File: src/rtl/systolic_seq_ctrl_if.sv
// Handshake and sequencing bus between the TPU top level and the systolic sequencer.
// The sequencer connects through the slave modport, and its driver connects through master.
interface systolic_seq_ctrl_if #(
    parameter int unsigned ADDR_W = 7,
    parameter int unsigned CYC_W  = 9,
    parameter int unsigned IDX_W  = 6,
    parameter int unsigned SET_W  = 2
);
    logic              tpu_start;
    logic [SET_W-1:0]  cfg_num_sets;
    logic              stall;
    logic              sram_write_enable;
    logic [ADDR_W-1:0] addr_serial_num;
    logic              alu_start;
    logic [CYC_W-1:0]  cycle_num;
    logic [IDX_W-1:0]  matrix_index;
    logic [SET_W-1:0]  data_set;
    logic              tpu_busy;
    logic              tpu_done;

    modport master (
        output tpu_start, cfg_num_sets, stall,
        input  sram_write_enable, addr_serial_num, alu_start, cycle_num,
               matrix_index, data_set, tpu_busy, tpu_done
    );

    modport slave (
        input  tpu_start, cfg_num_sets, stall,
        output sram_write_enable, addr_serial_num, alu_start, cycle_num,
               matrix_index, data_set, tpu_busy, tpu_done
    );
endinterface

File: src/rtl/systolic_seq_ctrl.sv
// Sequencer for the systolic-array datapath: drives the read addresses, the shift enable and the output-SRAM writes.
// The run length is set at start time by the number of data sets, and a stall input freezes the whole sequence.
//
//   state | meaning
//   IDLE  | waiting for tpu_start; tpu_done pulses here once after a run
//   LOAD  | first input-SRAM read issued (addr 0 -> 1)
//   WAIT  | pipeline fill (addr 1 -> 2)
//   ROLL  | array shifting; write window opens at cycle_num >= ARRAY_SIZE+1
module systolic_seq_ctrl #(
    parameter int unsigned ARRAY_SIZE    = 8,
    parameter int unsigned K_ACCUM_DEPTH = 8,
    parameter int unsigned MAX_SETS      = 4,
    parameter int unsigned ADDR_W        = 7,
    parameter int unsigned CYC_W         = 9,
    parameter int unsigned IDX_W         = 6,
    parameter int unsigned SET_W         = 2
) (
    input  logic             clk,
    input  logic             srstn,
    systolic_seq_ctrl_if.slave io_bus
);

    typedef enum logic [1:0] {
        IDLE = 2'd0,
        LOAD = 2'd1,
        WAIT = 2'd2,
        ROLL = 2'd3
    } state_t;

    localparam logic [CYC_W-1:0] WIN_START = CYC_W'(ARRAY_SIZE + 1);
    localparam logic [IDX_W-1:0] K_LAST    = IDX_W'(K_ACCUM_DEPTH - 1);
    localparam logic [SET_W-1:0] SET_LAST  = SET_W'(MAX_SETS - 1);

    state_t            r_state;
    logic [CYC_W-1:0]  r_cycle;
    logic [IDX_W-1:0]  r_midx;
    logic [SET_W-1:0]  r_set;
    logic [ADDR_W-1:0] r_addr;
    logic [SET_W-1:0]  r_num_sets;
    logic              r_done;

    logic              w_alu_start;
    logic              w_in_window;
    logic              w_write;
    logic [SET_W-1:0]  w_cfg_clamped;

    assign w_alu_start   = (r_state == ROLL) && !io_bus.stall;
    assign w_in_window   = (r_cycle >= WIN_START);
    assign w_write       = w_alu_start && w_in_window;
    assign w_cfg_clamped = (32'(io_bus.cfg_num_sets) >= MAX_SETS) ? SET_LAST
                                                                  : io_bus.cfg_num_sets;

    always_ff @(posedge clk) begin
        if (!srstn) begin
            r_state    <= IDLE;
            r_cycle    <= '0;
            r_midx     <= '0;
            r_set      <= '0;
            r_addr     <= '0;
            r_num_sets <= '0;
            r_done     <= 1'b0;
        end else begin
            case (r_state)
                IDLE: begin
                    r_done  <= 1'b0;
                    r_cycle <= '0;
                    r_midx  <= '0;
                    r_set   <= '0;
                    if (io_bus.tpu_start) begin
                        r_state    <= LOAD;
                        r_addr     <= '0;
                        r_num_sets <= w_cfg_clamped;
                    end
                end
                LOAD: begin
                    r_done  <= 1'b0;
                    r_cycle <= '0;
                    r_midx  <= '0;
                    r_set   <= '0;
                    r_addr  <= ADDR_W'(1);
                    r_state <= WAIT;
                end
                WAIT: begin
                    r_done  <= 1'b0;
                    r_cycle <= '0;
                    r_midx  <= '0;
                    r_set   <= '0;
                    r_addr  <= ADDR_W'(2);
                    r_state <= ROLL;
                end
                ROLL: begin
                    // A stalled cycle leaves every register untouched.
                    if (!io_bus.stall) begin
                        r_done <= 1'b0;
                        if (r_cycle != '1) r_cycle <= r_cycle + 1'b1;
                        if (r_addr != '1)  r_addr  <= r_addr + 1'b1;
                        if (w_in_window) begin
                            if (r_midx == K_LAST) begin
                                r_midx <= '0;
                                if (r_set == r_num_sets) begin
                                    r_state <= IDLE;
                                    r_done  <= 1'b1;
                                end else begin
                                    r_set <= r_set + 1'b1;
                                end
                            end else begin
                                r_midx <= r_midx + 1'b1;
                            end
                        end else begin
                            r_midx <= '0;
                        end
                    end
                end
                default: begin
                    r_state <= IDLE;
                    r_done  <= 1'b0;
                end
            endcase
        end
    end

    assign io_bus.alu_start         = w_alu_start;
    assign io_bus.sram_write_enable = w_write;
    assign io_bus.tpu_busy          = (r_state != IDLE);
    assign io_bus.tpu_done          = r_done;
    assign io_bus.addr_serial_num   = r_addr;
    assign io_bus.cycle_num         = r_cycle;
    assign io_bus.matrix_index      = r_midx;
    assign io_bus.data_set          = r_set;

endmodule

File: src/flat_wrapper.sv
// flat-port wrapper written by rule: the top's interface ports become plain ports
module systolic_seq_ctrl_flat 
#(
    parameter int unsigned ARRAY_SIZE    = 8,
    parameter int unsigned K_ACCUM_DEPTH = 8,
    parameter int unsigned MAX_SETS      = 4,
    parameter int unsigned ADDR_W        = 7,
    parameter int unsigned CYC_W         = 9,
    parameter int unsigned IDX_W         = 6,
    parameter int unsigned SET_W         = 2
)
  (clk, srstn, io_bus_tpu_start, io_bus_cfg_num_sets, io_bus_stall, io_bus_sram_write_enable, io_bus_addr_serial_num, io_bus_alu_start, io_bus_cycle_num, io_bus_matrix_index, io_bus_data_set, io_bus_tpu_busy, io_bus_tpu_done);
  systolic_seq_ctrl_if #(.ADDR_W(ADDR_W), .CYC_W(CYC_W), .IDX_W(IDX_W), .SET_W(SET_W)) io_bus_i ();
  input  logic clk;
  input  logic srstn;
  input wire logic [$bits(io_bus_i.tpu_start)-1:0] io_bus_tpu_start;
  input wire logic [$bits(io_bus_i.cfg_num_sets)-1:0] io_bus_cfg_num_sets;
  input wire logic [$bits(io_bus_i.stall)-1:0] io_bus_stall;
  output wire logic [$bits(io_bus_i.sram_write_enable)-1:0] io_bus_sram_write_enable;
  output wire logic [$bits(io_bus_i.addr_serial_num)-1:0] io_bus_addr_serial_num;
  output wire logic [$bits(io_bus_i.alu_start)-1:0] io_bus_alu_start;
  output wire logic [$bits(io_bus_i.cycle_num)-1:0] io_bus_cycle_num;
  output wire logic [$bits(io_bus_i.matrix_index)-1:0] io_bus_matrix_index;
  output wire logic [$bits(io_bus_i.data_set)-1:0] io_bus_data_set;
  output wire logic [$bits(io_bus_i.tpu_busy)-1:0] io_bus_tpu_busy;
  output wire logic [$bits(io_bus_i.tpu_done)-1:0] io_bus_tpu_done;
  assign io_bus_i.tpu_start = io_bus_tpu_start;
  assign io_bus_i.cfg_num_sets = io_bus_cfg_num_sets;
  assign io_bus_i.stall = io_bus_stall;
  assign io_bus_sram_write_enable = io_bus_i.sram_write_enable;
  assign io_bus_addr_serial_num = io_bus_i.addr_serial_num;
  assign io_bus_alu_start = io_bus_i.alu_start;
  assign io_bus_cycle_num = io_bus_i.cycle_num;
  assign io_bus_matrix_index = io_bus_i.matrix_index;
  assign io_bus_data_set = io_bus_i.data_set;
  assign io_bus_tpu_busy = io_bus_i.tpu_busy;
  assign io_bus_tpu_done = io_bus_i.tpu_done;
  systolic_seq_ctrl #(.ARRAY_SIZE(ARRAY_SIZE), .K_ACCUM_DEPTH(K_ACCUM_DEPTH), .MAX_SETS(MAX_SETS), .ADDR_W(ADDR_W), .CYC_W(CYC_W), .IDX_W(IDX_W), .SET_W(SET_W)) u_core (.clk(clk), .srstn(srstn), .io_bus(io_bus_i));
endmodule
File: config.mk
export PLATFORM = sky130hd
export DESIGN_NAME = systolic_seq_ctrl_flat
export DESIGN_NICKNAME = d
export VERILOG_FILES = /design/src/rtl/systolic_seq_ctrl_if.sv /design/src/rtl/systolic_seq_ctrl.sv /design/src/flat_wrapper.sv
export SDC_FILE = /design/constraint.sdc
export NUM_CORES = 1
export LEC_CHECK = 0
export ABC_AREA = 1
export CAP_MARGIN = 5
export CORE_ASPECT_RATIO = 0.6
export CORE_MARGIN = 1.5
export CORE_UTILIZATION = 42
export DETAILED_ROUTE_END_ITERATION = 12
export PLACE_DENSITY = 0.73
export SLEW_MARGIN = 20
export SYNTH_ARGS = -nofsm -noshare
export SYNTH_HDL_FRONTEND = slang
export SYNTH_SLANG_ARGS = --single-unit
File: constraint.sdc
create_clock -name clk -period 1.95 [get_ports clk]
set_input_delay 0.585 -clock clk [delete_from_list [all_inputs] [get_ports clk]]
set_output_delay 0.585 -clock clk [all_outputs]
set_load 0.01 [all_outputs]
==> results.sh, run 1 <==
export IMPL_synth_ff_type="dfxtp_1"
export IMPL_core_sq_um=3790
export IMPL_gp_congestion=0.842
export IMPL_drc=3
export IMPL_portBuffers=33
export IMPL_dpl_worst_slack_ns=-0.444
export IMPL_syn_inst=245
export IMPL_cp_data_arrival_time_ns=1.33
export IMPL_clockBufferDepth=2
export IMPL_p_per_area_nw_per_um2=853
export IMPL_clk_latency_ns=0.29
export IMPL_antenna_left=0
export IMPL_leakagePower_nw=1.07
export IMPL_synthAdderAreaFrac_pct=6.60
export IMPL_seq_area_frac_synth_pct=34.0
export IMPL_synth_edf_count=0
export IMPL_violations="DRC"
export IMPL_dieWidth_um=85.3
export IMPL_syn_nets=260
export IMPL_dieArea_sq_um=4470
export IMPL_cp_required_ns=1.36
export IMPL_start_util_pct=45.1
export IMPL_tightest_slew_ns=0.252
export IMPL_rows=17
export IMPL_cts_root_buf="clkbuf_8"
export IMPL_grt_total_usage_pct=21.7
export IMPL_cts_max_level=2
export IMPL_ys_ff_latch=29
export IMPL_grt_ovfl_total=0
export IMPL_cts_clk_slew_worst_paths_ns=0.06
export IMPL_synth_top_family_by_area="simple AND/OR/NAND/NOR gates"
export IMPL_cts_sinks=29
export IMPL_cap_violations=0
export IMPL_hpwl_um=3270
export IMPL_crit_fanout=2
export IMPL_ios=34
export IMPL_cts_made_buffers=5
export IMPL_areaGrowthSynthToFinish_pct=44.4
export IMPL_post_route_min_period_ns=1.91
export IMPL_max_clock_freq_ghz=0.522
export IMPL_worst_hold_path_num_cells=2
export IMPL_status="finished with violations"
export IMPL_grt_max_degree=11
export IMPL_drtIter0Drc=73
export IMPL_finalMaxSlewViolations=0
export IMPL_avgSynthCellArea_sq_um=6.97
export IMPL_setup_ws_ns=0.0354
export IMPL_muxShareOfSynthArea_pct=0
export IMPL_wl_per_cell_um=11.9
export IMPL_firstDrtPassIters=8
export IMPL_hold_class="register to register"
export IMPL_ys_warn_count=0
export IMPL_fillers=318
export IMPL_maxSlewHeadroom_pct=83.0
export IMPL_num_antenna_cells=0
export IMPL_period_share_pct=98.2
export IMPL_hold_buffers=0
export IMPL_rsz0062_at_grt="yes"
export IMPL_ys_types=31
export IMPL_syn_area_sq_um=1710
export IMPL_path_class="register to primary output"
export IMPL_vias=1746
export IMPL_crit_path_end_kind="primary output"
export IMPL_wirelength_um=4300
export IMPL_setup_violations=0
export IMPL_seqCellArea_sq_um=584
export IMPL_cts_tree="done"
export IMPL_grt_pass1_wl_um=7320
export IMPL_ff2ff_path_depth=12
export IMPL_grt_pass1_vias=1570
export IMPL_grt_antenna_before_repair=0
export IMPL_vias_per_cell=4.84
export IMPL_synthSimpleGateAreaFrac_pct=36.7
export IMPL_peakVddDrop_v=0.000527
export IMPL_drive_gt1_share_pct=25.2
export IMPL_layout_nets=328
export IMPL_hold_viol=0
export IMPL_synth_compound_area_share_pct=13.6
export IMPL_synthArstFlopShare_pct=0
export IMPL_multi_input_area_sq_um=1060
export IMPL_synth_xor_area_share_pct=1.03
export IMPL_total_power_w=0.00210
export IMPL_startpoint_type="register"
export IMPL_skew_ns=0.00835
export IMPL_dieHeight_um=52.4
-- cells in the final DEF, fill, tap and decap left out, drive strengths merged, types with 16 or more instances in the layout --
cell / count
nand3: 17
buf: 31
a21oi: 25
clkdlybuf4s50: 28
dfxtp: 29
o21ai: 16
nand2: 65
nor2: 36
inv: 32
-- worst max-delay path: stages, from the launching register on --
cell and delay, ns:
dfxtp_2 0.33, inv_2 0.04, ha_4 0.14, nor2_2 0.09, nand2_1 0.08, nand2_2 0.09
nand2_2 0.07, nand2_2 0.06, inv_2 0.04, buf_6 0.11
-- per-stage QoR --
stage                     std cells  util [%]  hold slack [ns]  instance area, sq um  TNS, ns
after floorplan                 245         -            0.443                  1710        0
after global placement          352      60.8            0.452                  2300   -0.782
after detailed placement        352      60.8            0.467                  2300   -0.896
after CTS                       360      63.0            0.476                  2390  -0.0690
after global routing            361      65.1            0.488                  2460  -0.0313
final                           361      65.1            0.473                  2460        0
-- area by class of cell --
cell class	instances	share of cell area (%)
timing repair buffer	63	22.5
inverter	33	5.18
multi-input combinational	181	42.9
clock buffer	8	3.25
tap	47	2.39
sequential	29	23.7
-- per-layer routing --
layer	part of all wire, %	vias up	global-route usage [%]
li1	-	926	-
met4	1.7	0	8.87
met5	0	-	0
met3	5.8	7	5.35
met1	53	777	31.5
met2	39	36	30.6
-- cell families after synthesis --
kind of cell,Yosys count
xor gates and xnor gates,2
AOI/OAI and AO/OA,44
buffers and inverters,35
DFF,29
and+or+nand+nor,126
adders and majority gates,9
-- final timing paths --
| check | startpoint | to | slack [ns] |
|---|---|---|---|
| worst min register to register | u_core.r_num_sets[1] | u_core.r_num_sets[1] | 0.47 |
| worst max register to register | u_core.io_bus.cycle_num[0] | u_core.io_bus.cycle_num[5] | 0.14 |
| worst min-delay path | u_core.r_num_sets[1] | u_core.r_num_sets[1] | 0.47 |
| worst max-delay path | u_core.io_bus.cycle_num[1] | io_bus_sram_write_enable | 0.04 |
-- cells in the mapped netlist, types with 2 or more instances --
cell / instances / area, sq um
nand2_4: 2 / 22.5
nor2_4: 4 / 45.0
nand4_1: 2 / 12.5
nor2_2: 3 / 18.8
inv_2: 3 / 11.3
ha_1: 9 / 113
nand2_1: 59 / 221
nor2_8: 2 / 40.0
nand2_2: 4 / 25.0
o21a_1: 2 / 15.0
inv_1: 28 / 105
dfxtp_1: 29 / 581
nor2_1: 27 / 101
nor3_1: 3 / 15.0
o21ai_1: 7 / 35.0
a21oi_1: 24 / 120
o21ai_0: 9 / 45.0
nand3_1: 15 / 75.1
-- power by group --
group / switching (W) / internal (W)
Sequential: 0.0000557 / 0.000655
Combinational: 0.000514 / 0.000391
Clock: 0.000233 / 0.000253
Total: 0.000802 / 0.00130
-- registers in the layout (all words and copies together), names as in the netlist --
signal                         flops
u_core.io_bus.data_set             2
u_core.r_state                     2
u_core.io_bus.cycle_num            9
u_core.r_num_sets                  2
u_core.io_bus.matrix_index         6
u_core.io_bus.addr_serial_num      7
u_core.io_bus.tpu_done             1
-- timing repair --
item,4_1_cts,5_1_grt
setup endpoints to repair,4,11
resized for setup,11,25
setup buffers,0,1
cloned,0,0
pin swaps,2,10
Note: power is estimated with default switching activity, not from simulation.
==> inputs of run 2 (changes only) <==
--- a/config.mk
+++ b/config.mk
@@ -7,11 +7,13 @@
 export LEC_CHECK = 0
 export ABC_AREA = 1
 export CAP_MARGIN = 5
+export CELL_PAD_IN_SITES_DETAIL_PLACEMENT = 1
+export CELL_PAD_IN_SITES_GLOBAL_PLACEMENT = 1
 export CORE_ASPECT_RATIO = 0.6
 export CORE_MARGIN = 1.5
-export CORE_UTILIZATION = 42
+export CORE_UTILIZATION = 36
 export DETAILED_ROUTE_END_ITERATION = 12
-export PLACE_DENSITY = 0.73
+export PLACE_DENSITY = 0.85
 export SLEW_MARGIN = 20
 export SYNTH_ARGS = -nofsm -noshare
 export SYNTH_HDL_FRONTEND = slang
==> run 2 against run 1 <==
Effect of this change:
- the flow finishes with violations (setup timing)
- worst setup slack got worse by 0.048 ns
- hold slack got worse by 0.0042 ns
- sequential power increased by 1%
- final area increased by 5.6%
- core utilization decreased by 8.1 points
- wire length increased by 45%
- die area increased by 16%
- combinational power increased by 10%
- critical path depth decreased by 1
- largest power group unchanged
==> results.sh, run 2 (synthesis results as in run 1) <==
export IMPL_cts_sinks=29
export IMPL_leakagePower_nw=1.15
export IMPL_cp_top_family="simple AND/OR/NAND/NOR gates"
export IMPL_violations="setup timing"
export IMPL_slowest_stage="dfxtp_4"
export IMPL_drc=0
export IMPL_comb_power_share_pct=40.1
export IMPL_internal_power_w=0.00157
export IMPL_grt_max_degree=11
export IMPL_maxSlewHeadroom_pct=79.3
export IMPL_layout_commonest_cell="nand2_1"
export IMPL_status="finished with violations"
export IMPL_clk_latency_ns=0.29
export IMPL_dieArea_sq_um=5180
export IMPL_p_seq_share_pct=28.9
export IMPL_peakVddDrop_v=0.000696
export IMPL_cp_depth=8
export IMPL_ff2ff_path_depth=13
export IMPL_crit_top_cell="nand2_2"
export IMPL_startpoint_type="register"
export IMPL_period_share_pct=101
export IMPL_ios=34
export IMPL_layout_nets=333
export IMPL_skew_ns=0.00901
export IMPL_seqCellArea_sq_um=589
export IMPL_start_util_pct=37.4
export IMPL_cap_violations=0
export IMPL_setup_ws_ns=-0.0122
export IMPL_wl_per_cell_um=16.3
export IMPL_dieHeight_um=56.3
export IMPL_rows=19
export IMPL_cts_root_buf="clkbuf_8"
export IMPL_grt_pass1_vias=1972
export IMPL_cts_clk_slew_worst_paths_ns=0.07
export IMPL_firstDrtPassIters=4
export IMPL_final_cell_area_sq_um=2600
export IMPL_crit_fanout=4
export IMPL_core_sq_um=4560
export IMPL_num_antenna_cells=0
export IMPL_grt_antenna_before_repair=0
export IMPL_vias=1945
export IMPL_largest_reg_flops=9
export IMPL_tightest_slew_ns=0.308
export IMPL_fillers=595
export IMPL_dpl_worst_slack_ns=-0.485
export IMPL_gp_congestion=0.854
export IMPL_drtIter0Drc=46
export IMPL_p_switching_w=0.000918
export IMPL_hold_class="register to register"
export IMPL_final_cell_mix="53 x nand2_1, 32 x buf_4, 27 x clkdlybuf4s50_1"
export IMPL_hold_buffers=0
export IMPL_setup_violations=1
export IMPL_dieWidth_um=91.9
export IMPL_setup_tns_final_ns=-0.0122
export IMPL_rsz0062_at_grt="yes"
export IMPL_worst_hold_path_num_cells=2
export IMPL_multi_input_area_sq_um=1070
export IMPL_vias_per_cell=5.09
export IMPL_grt_ovfl_total=0
export IMPL_grt_total_usage_pct=24.0
export IMPL_max_clock_freq_ghz=0.510
export IMPL_post_route_min_period_ns=1.96
export IMPL_crit_path_end_kind="primary output"
export IMPL_cp_required_ns=1.36
export IMPL_grt_pass1_wl_um=9560
export IMPL_place_area_sq_um=2340
export IMPL_portBuffers=33
export IMPL_swShare_pct=36.8
export IMPL_areaGrowthSynthToFinish_pct=52.4
export IMPL_path_class="register to primary output"
export IMPL_cts_made_buffers=5
export IMPL_drive_gt1_share_pct=29.2
export IMPL_hpwl_um=4250
export IMPL_cp_data_arrival_time_ns=1.38
export IMPL_hold_viol=0
export IMPL_path_cells="buf_6, nor2_1, nand2_2, nand2_2, nand2_2, nand2_2, inv_2, buf_6"
export IMPL_critical_path_buf_inv_count=3
export IMPL_cts_tree="done"
export IMPL_antenna_left=0
export IMPL_wirelength_um=6220
export IMPL_finalMaxSlewViolations=0
export IMPL_slowest_delay_ns=0.36
export IMPL_power_frac_clock_pct=31.0
export IMPL_p_per_area_nw_per_um2=957
export IMPL_cts_max_level=2
export IMPL_clockBufferDepth=2
-- run 2: cell types whose count changed in the layout (fill, tap and decap cells not counted), moves of 2 or more --
cell and delta:
buf_4 +4, clkbuf_1 -3, bufinv_16 +2, dfxtp_1 -2
nand2_1 -2, nand2_2 +2, o21ai_0 -2
-- run 2: final timing paths --
path | endpoint | from | slack (ns)
setup reg to reg | u_core.io_bus.cycle_num[5] | u_core.io_bus.cycle_num[1] | 0.05
hold reg to reg | u_core.io_bus.tpu_done | u_core.io_bus.tpu_done | 0.47
hold / removal | u_core.io_bus.tpu_done | u_core.io_bus.tpu_done | 0.47
setup / recovery | io_bus_sram_write_enable | u_core.io_bus.cycle_num[0] | -0.01
-- run 2: power groups by stage --
stage	sequential (W)	combinational (W)	clock (W)
floorplan	0.000726	0.000546	0
global placement	0.000720	0.000909	0
detailed placement	0.000725	0.000950	0
CTS	0.000719	0.000959	0.000777
global route	0.000726	0.00108	0.000817
finish	0.000721	0.000998	0.000772
-- run 2: stage by stage --
stage	std cells	power (W)	hold slack [ns]	util [%]
2_1_floorplan	245	0.00127	0.443	-
3_3_place_gp	371	0.00163	0.455	51.4
3_5_place_dp	371	0.00168	0.460	51.4
4_1_cts	379	0.00246	0.470	54.9
5_1_grt	382	0.00263	0.505	57.0
6_report	382	0.00249	0.468	57.0
-- run 2: cell type report --
class / count / area share [%]
multi-input combinational: 181 / 41.0
sequential: 29 / 22.7
clock buffer: 5 / 2.65
clock inverter: 3 / 2.50
tap: 63 / 3.03
inverter: 33 / 4.91
timing repair buffer: 68 / 23.3
-- run 2: timing repair --
item,CTS,global route
pin swaps,8,9
endpoints found under the setup margin,10,10
gates resized for setup,25,22
buffers inserted,0,3
-- run 2: tightest hold or removal path: stages, from the launching register on --
cell	delay (ns)
dfxtp_1	0.31
nand2_1	0.06
a21oi_1	0.05
-- run 2: metal layers --
| metal | routed length, um | GRT usage (%) | up-vias |
|---|---|---|---|
| met2 | 2940 | 39.4 | 42 |
| met3 | 226 | 4.61 | 11 |
| met1 | 2940 | 32.5 | 959 |
| met4 | 110 | 6.15 | 0 |
| li1 | - | - | 933 |
| met5 | 0 | 0 | - |
==> inputs of run 3 (changes only) <==
--- a/config.mk
+++ b/config.mk
@@ -14,6 +14,7 @@
 export CORE_UTILIZATION = 36
 export DETAILED_ROUTE_END_ITERATION = 12
 export PLACE_DENSITY = 0.85
+export REMOVE_ABC_BUFFERS = 1
 export SLEW_MARGIN = 20
 export SYNTH_ARGS = -nofsm -noshare
 export SYNTH_HDL_FRONTEND = slang
==> run 3 against run 2 <==
Effect of this change:
- the run still ends with setup timing left
- critical path depth rose by 1
- die area is the same
- wire length down 7.6%
- clock power fell by 39%
- final cell count down 1.0%
- clock skew fell by 0.0017 ns
- worst setup slack got worse by 0.015 ns
- register-to-register slack worse by 0.03 ns
- highest routed layer unchanged
- core utilization shrank 1.7 points
- largest power group unchanged
- non-clock buffer count shrank 2
- sequential cell count is the same
- hold slack worse by 0.0048 ns
==> results.sh, run 3 (synthesis results as in run 1) <==
export IMPL_status="finished with violations"
export IMPL_violations="setup timing"
export IMPL_areaGrowthSynthToFinish_pct=47.9
export IMPL_cts_tree="done"
export IMPL_hpwl_um=3970
export IMPL_path_class="register to primary output"
export IMPL_p_switching_w=0.000881
export IMPL_maxSlewHeadroom_pct=78.1
export IMPL_slowest_stage="dfxtp_2"
export IMPL_num_antenna_cells=0
export IMPL_firstDrtPassIters=4
export IMPL_setup_violations=1
export IMPL_cp_data_arrival_time_ns=1.39
export IMPL_dieWidth_um=91.9
export IMPL_period_share_pct=101
export IMPL_cts_root_buf="clkbuf_8"
export IMPL_grt_max_degree=11
export IMPL_multi_input_area_sq_um=1070
export IMPL_path_cells="inv_2, ha_4, nor2_1, nand2_1, nand2_2, nand2_2, nand2_2, inv_2, buf_6"
export IMPL_stdcell_count=378
export IMPL_layout_nets=331
export IMPL_portBuffers=33
export IMPL_clk_latency_ns=0.29
export IMPL_antenna_left=0
export IMPL_final_cell_mix="55 x nand2_1, 31 x buf_4, 28 x clkdlybuf4s50_1"
export IMPL_drive_gt1_share_pct=26.7
export IMPL_cts_sinks=29
export IMPL_dieArea_sq_um=5180
export IMPL_start_util_pct=37.4
export IMPL_internal_power_w=0.00131
export IMPL_skew_ns=0.00732
export IMPL_hold_class="register to register"
export IMPL_r2r_slack_ns=0.02
export IMPL_grt_ovfl_total=0
export IMPL_cts_made_buffers=5
export IMPL_crit_fanout=2
export IMPL_dp_cells=368
export IMPL_rows=19
export IMPL_leakagePower_nw=1.09
export IMPL_crit_top_cell="nand2_2"
export IMPL_cap_violations=0
export IMPL_grt_pass1_wl_um=8840
export IMPL_wl_per_cell_um=15.2
export IMPL_peakVddDrop_v=0.000510
export IMPL_cts_clk_slew_worst_paths_ns=0.07
export IMPL_setup_ws_ns=-0.0271
export IMPL_startpoint_type="register"
export IMPL_tightest_slew_ns=0.325
export IMPL_gp_congestion=0.812
export IMPL_drtIter0Drc=44
export IMPL_crit_path_end_kind="primary output"
export IMPL_ios=34
export IMPL_seqCellArea_sq_um=589
export IMPL_clockBufferDepth=2
export IMPL_vias=1851
export IMPL_p_seq_share_pct=33.3
export IMPL_p_per_area_nw_per_um2=868
export IMPL_final_cell_area_sq_um=2520
export IMPL_rsz0062_at_grt="yes"
export IMPL_cp_required_ns=1.36
export IMPL_cp_top_family="simple AND/OR/NAND/NOR gates"
export IMPL_power_frac_clock_pct=21.6
export IMPL_grt_pass1_vias=1838
export IMPL_max_clock_freq_ghz=0.506
export IMPL_grt_antenna_before_repair=0
export IMPL_place_area_sq_um=2320
export IMPL_dieHeight_um=56.3
export IMPL_drc=0
export IMPL_core_sq_um=4560
export IMPL_comb_power_share_pct=45.1
export IMPL_cts_max_level=2
export IMPL_hold_buffers=0
export IMPL_slowest_delay_ns=0.34
export IMPL_critical_path_buf_inv_count=3
export IMPL_largest_reg_flops=9
export IMPL_fillers=593
export IMPL_finalMaxSlewViolations=0
export IMPL_post_route_min_period_ns=1.98
export IMPL_grt_total_usage_pct=22.1
export IMPL_hold_viol=0
export IMPL_wirelength_um=5750
export IMPL_swShare_pct=40.2
export IMPL_vias_per_cell=4.90
export IMPL_layout_commonest_cell="nand2_1"
[run 3: worst reg2reg max path, cell delays in order (launching register included)]
cell and delay [ns]:
dfxtp_2 0.36, buf_6 0.13, ha_4 0.14, nand2_2 0.05
inv_2 0.07, nand3_2 0.10, nor3_2 0.21, ha_2 0.24
nor2_4 0.06, nor2_4 0.15, nor2_4 0.06, o21ai_0 0.18
a21oi_1 0.07
[run 3: path summary, 6_finish.rpt]
| kind | from | to | cells after the start |
|---|---|---|---|
| setup / recovery | u_core.io_bus.cycle_num[1] | io_bus_sram_write_enable | 9 |
| hold / removal | u_core.io_bus.tpu_done | u_core.io_bus.tpu_done | 2 |
| setup reg to reg | u_core.io_bus.cycle_num[0] | u_core.io_bus.cycle_num[3] | 12 |
| hold reg to reg | u_core.io_bus.tpu_done | u_core.io_bus.tpu_done | 2 |
[run 3: routing by layer]
layer | up-vias | wire length, um | GRT usage, %
met5 | - | 0 | 0
met4 | 0 | 81 | 6.15
met2 | 31 | 2610 | 34.9
li1 | 923 | - | -
met3 | 8 | 167 | 5.15
met1 | 889 | 2890 | 30.4
[run 3: timing repair]
action,CTS,global route
resized for setup,16,25
setup buffers,1,3
hold endpoints to repair,0,0
pin swaps,1,9
setup endpoints to repair,6,9
[run 3: power groups by stage]
| stage | Combinational, W | Clock (W) | Sequential, W |
|---|---|---|---|
| floorplan | 0.000538 | 0 | 0.000726 |
| CTS | 0.000941 | 0.000477 | 0.000714 |
| global placement | 0.000896 | 0 | 0.000718 |
| detailed placement | 0.000933 | 0 | 0.000720 |
| finish | 0.000988 | 0.000473 | 0.000730 |
| global route | 0.00108 | 0.000520 | 0.000740 |
[run 3: through the flow]
step	TNS, ns	power [W]	hold slack [ns]	utilization (%)	setup slack, ns
6_report	-0.0271	0.00219	0.464	55.3	-0.0271
5_1_grt	-0.417	0.00234	0.483	55.3	-0.143
4_1_cts	-0.157	0.00213	0.466	53.0	-0.157
3_5_place_dp	-1.16	0.00165	0.457	50.9	-0.506
3_3_place_gp	-1.10	0.00161	0.458	50.9	-0.491
2_1_floorplan	0	0.00126	0.443	-	0.178
[run 3: final cells by class]
cell class	instances	area share, %
repair buffers	66	23.2
inverters	33	5.05
flip-flops and latches	29	23.3
well taps	63	3.12
clock buffers	5	2.73
clock inverters	1	0.198
multi-input cells	181	42.4
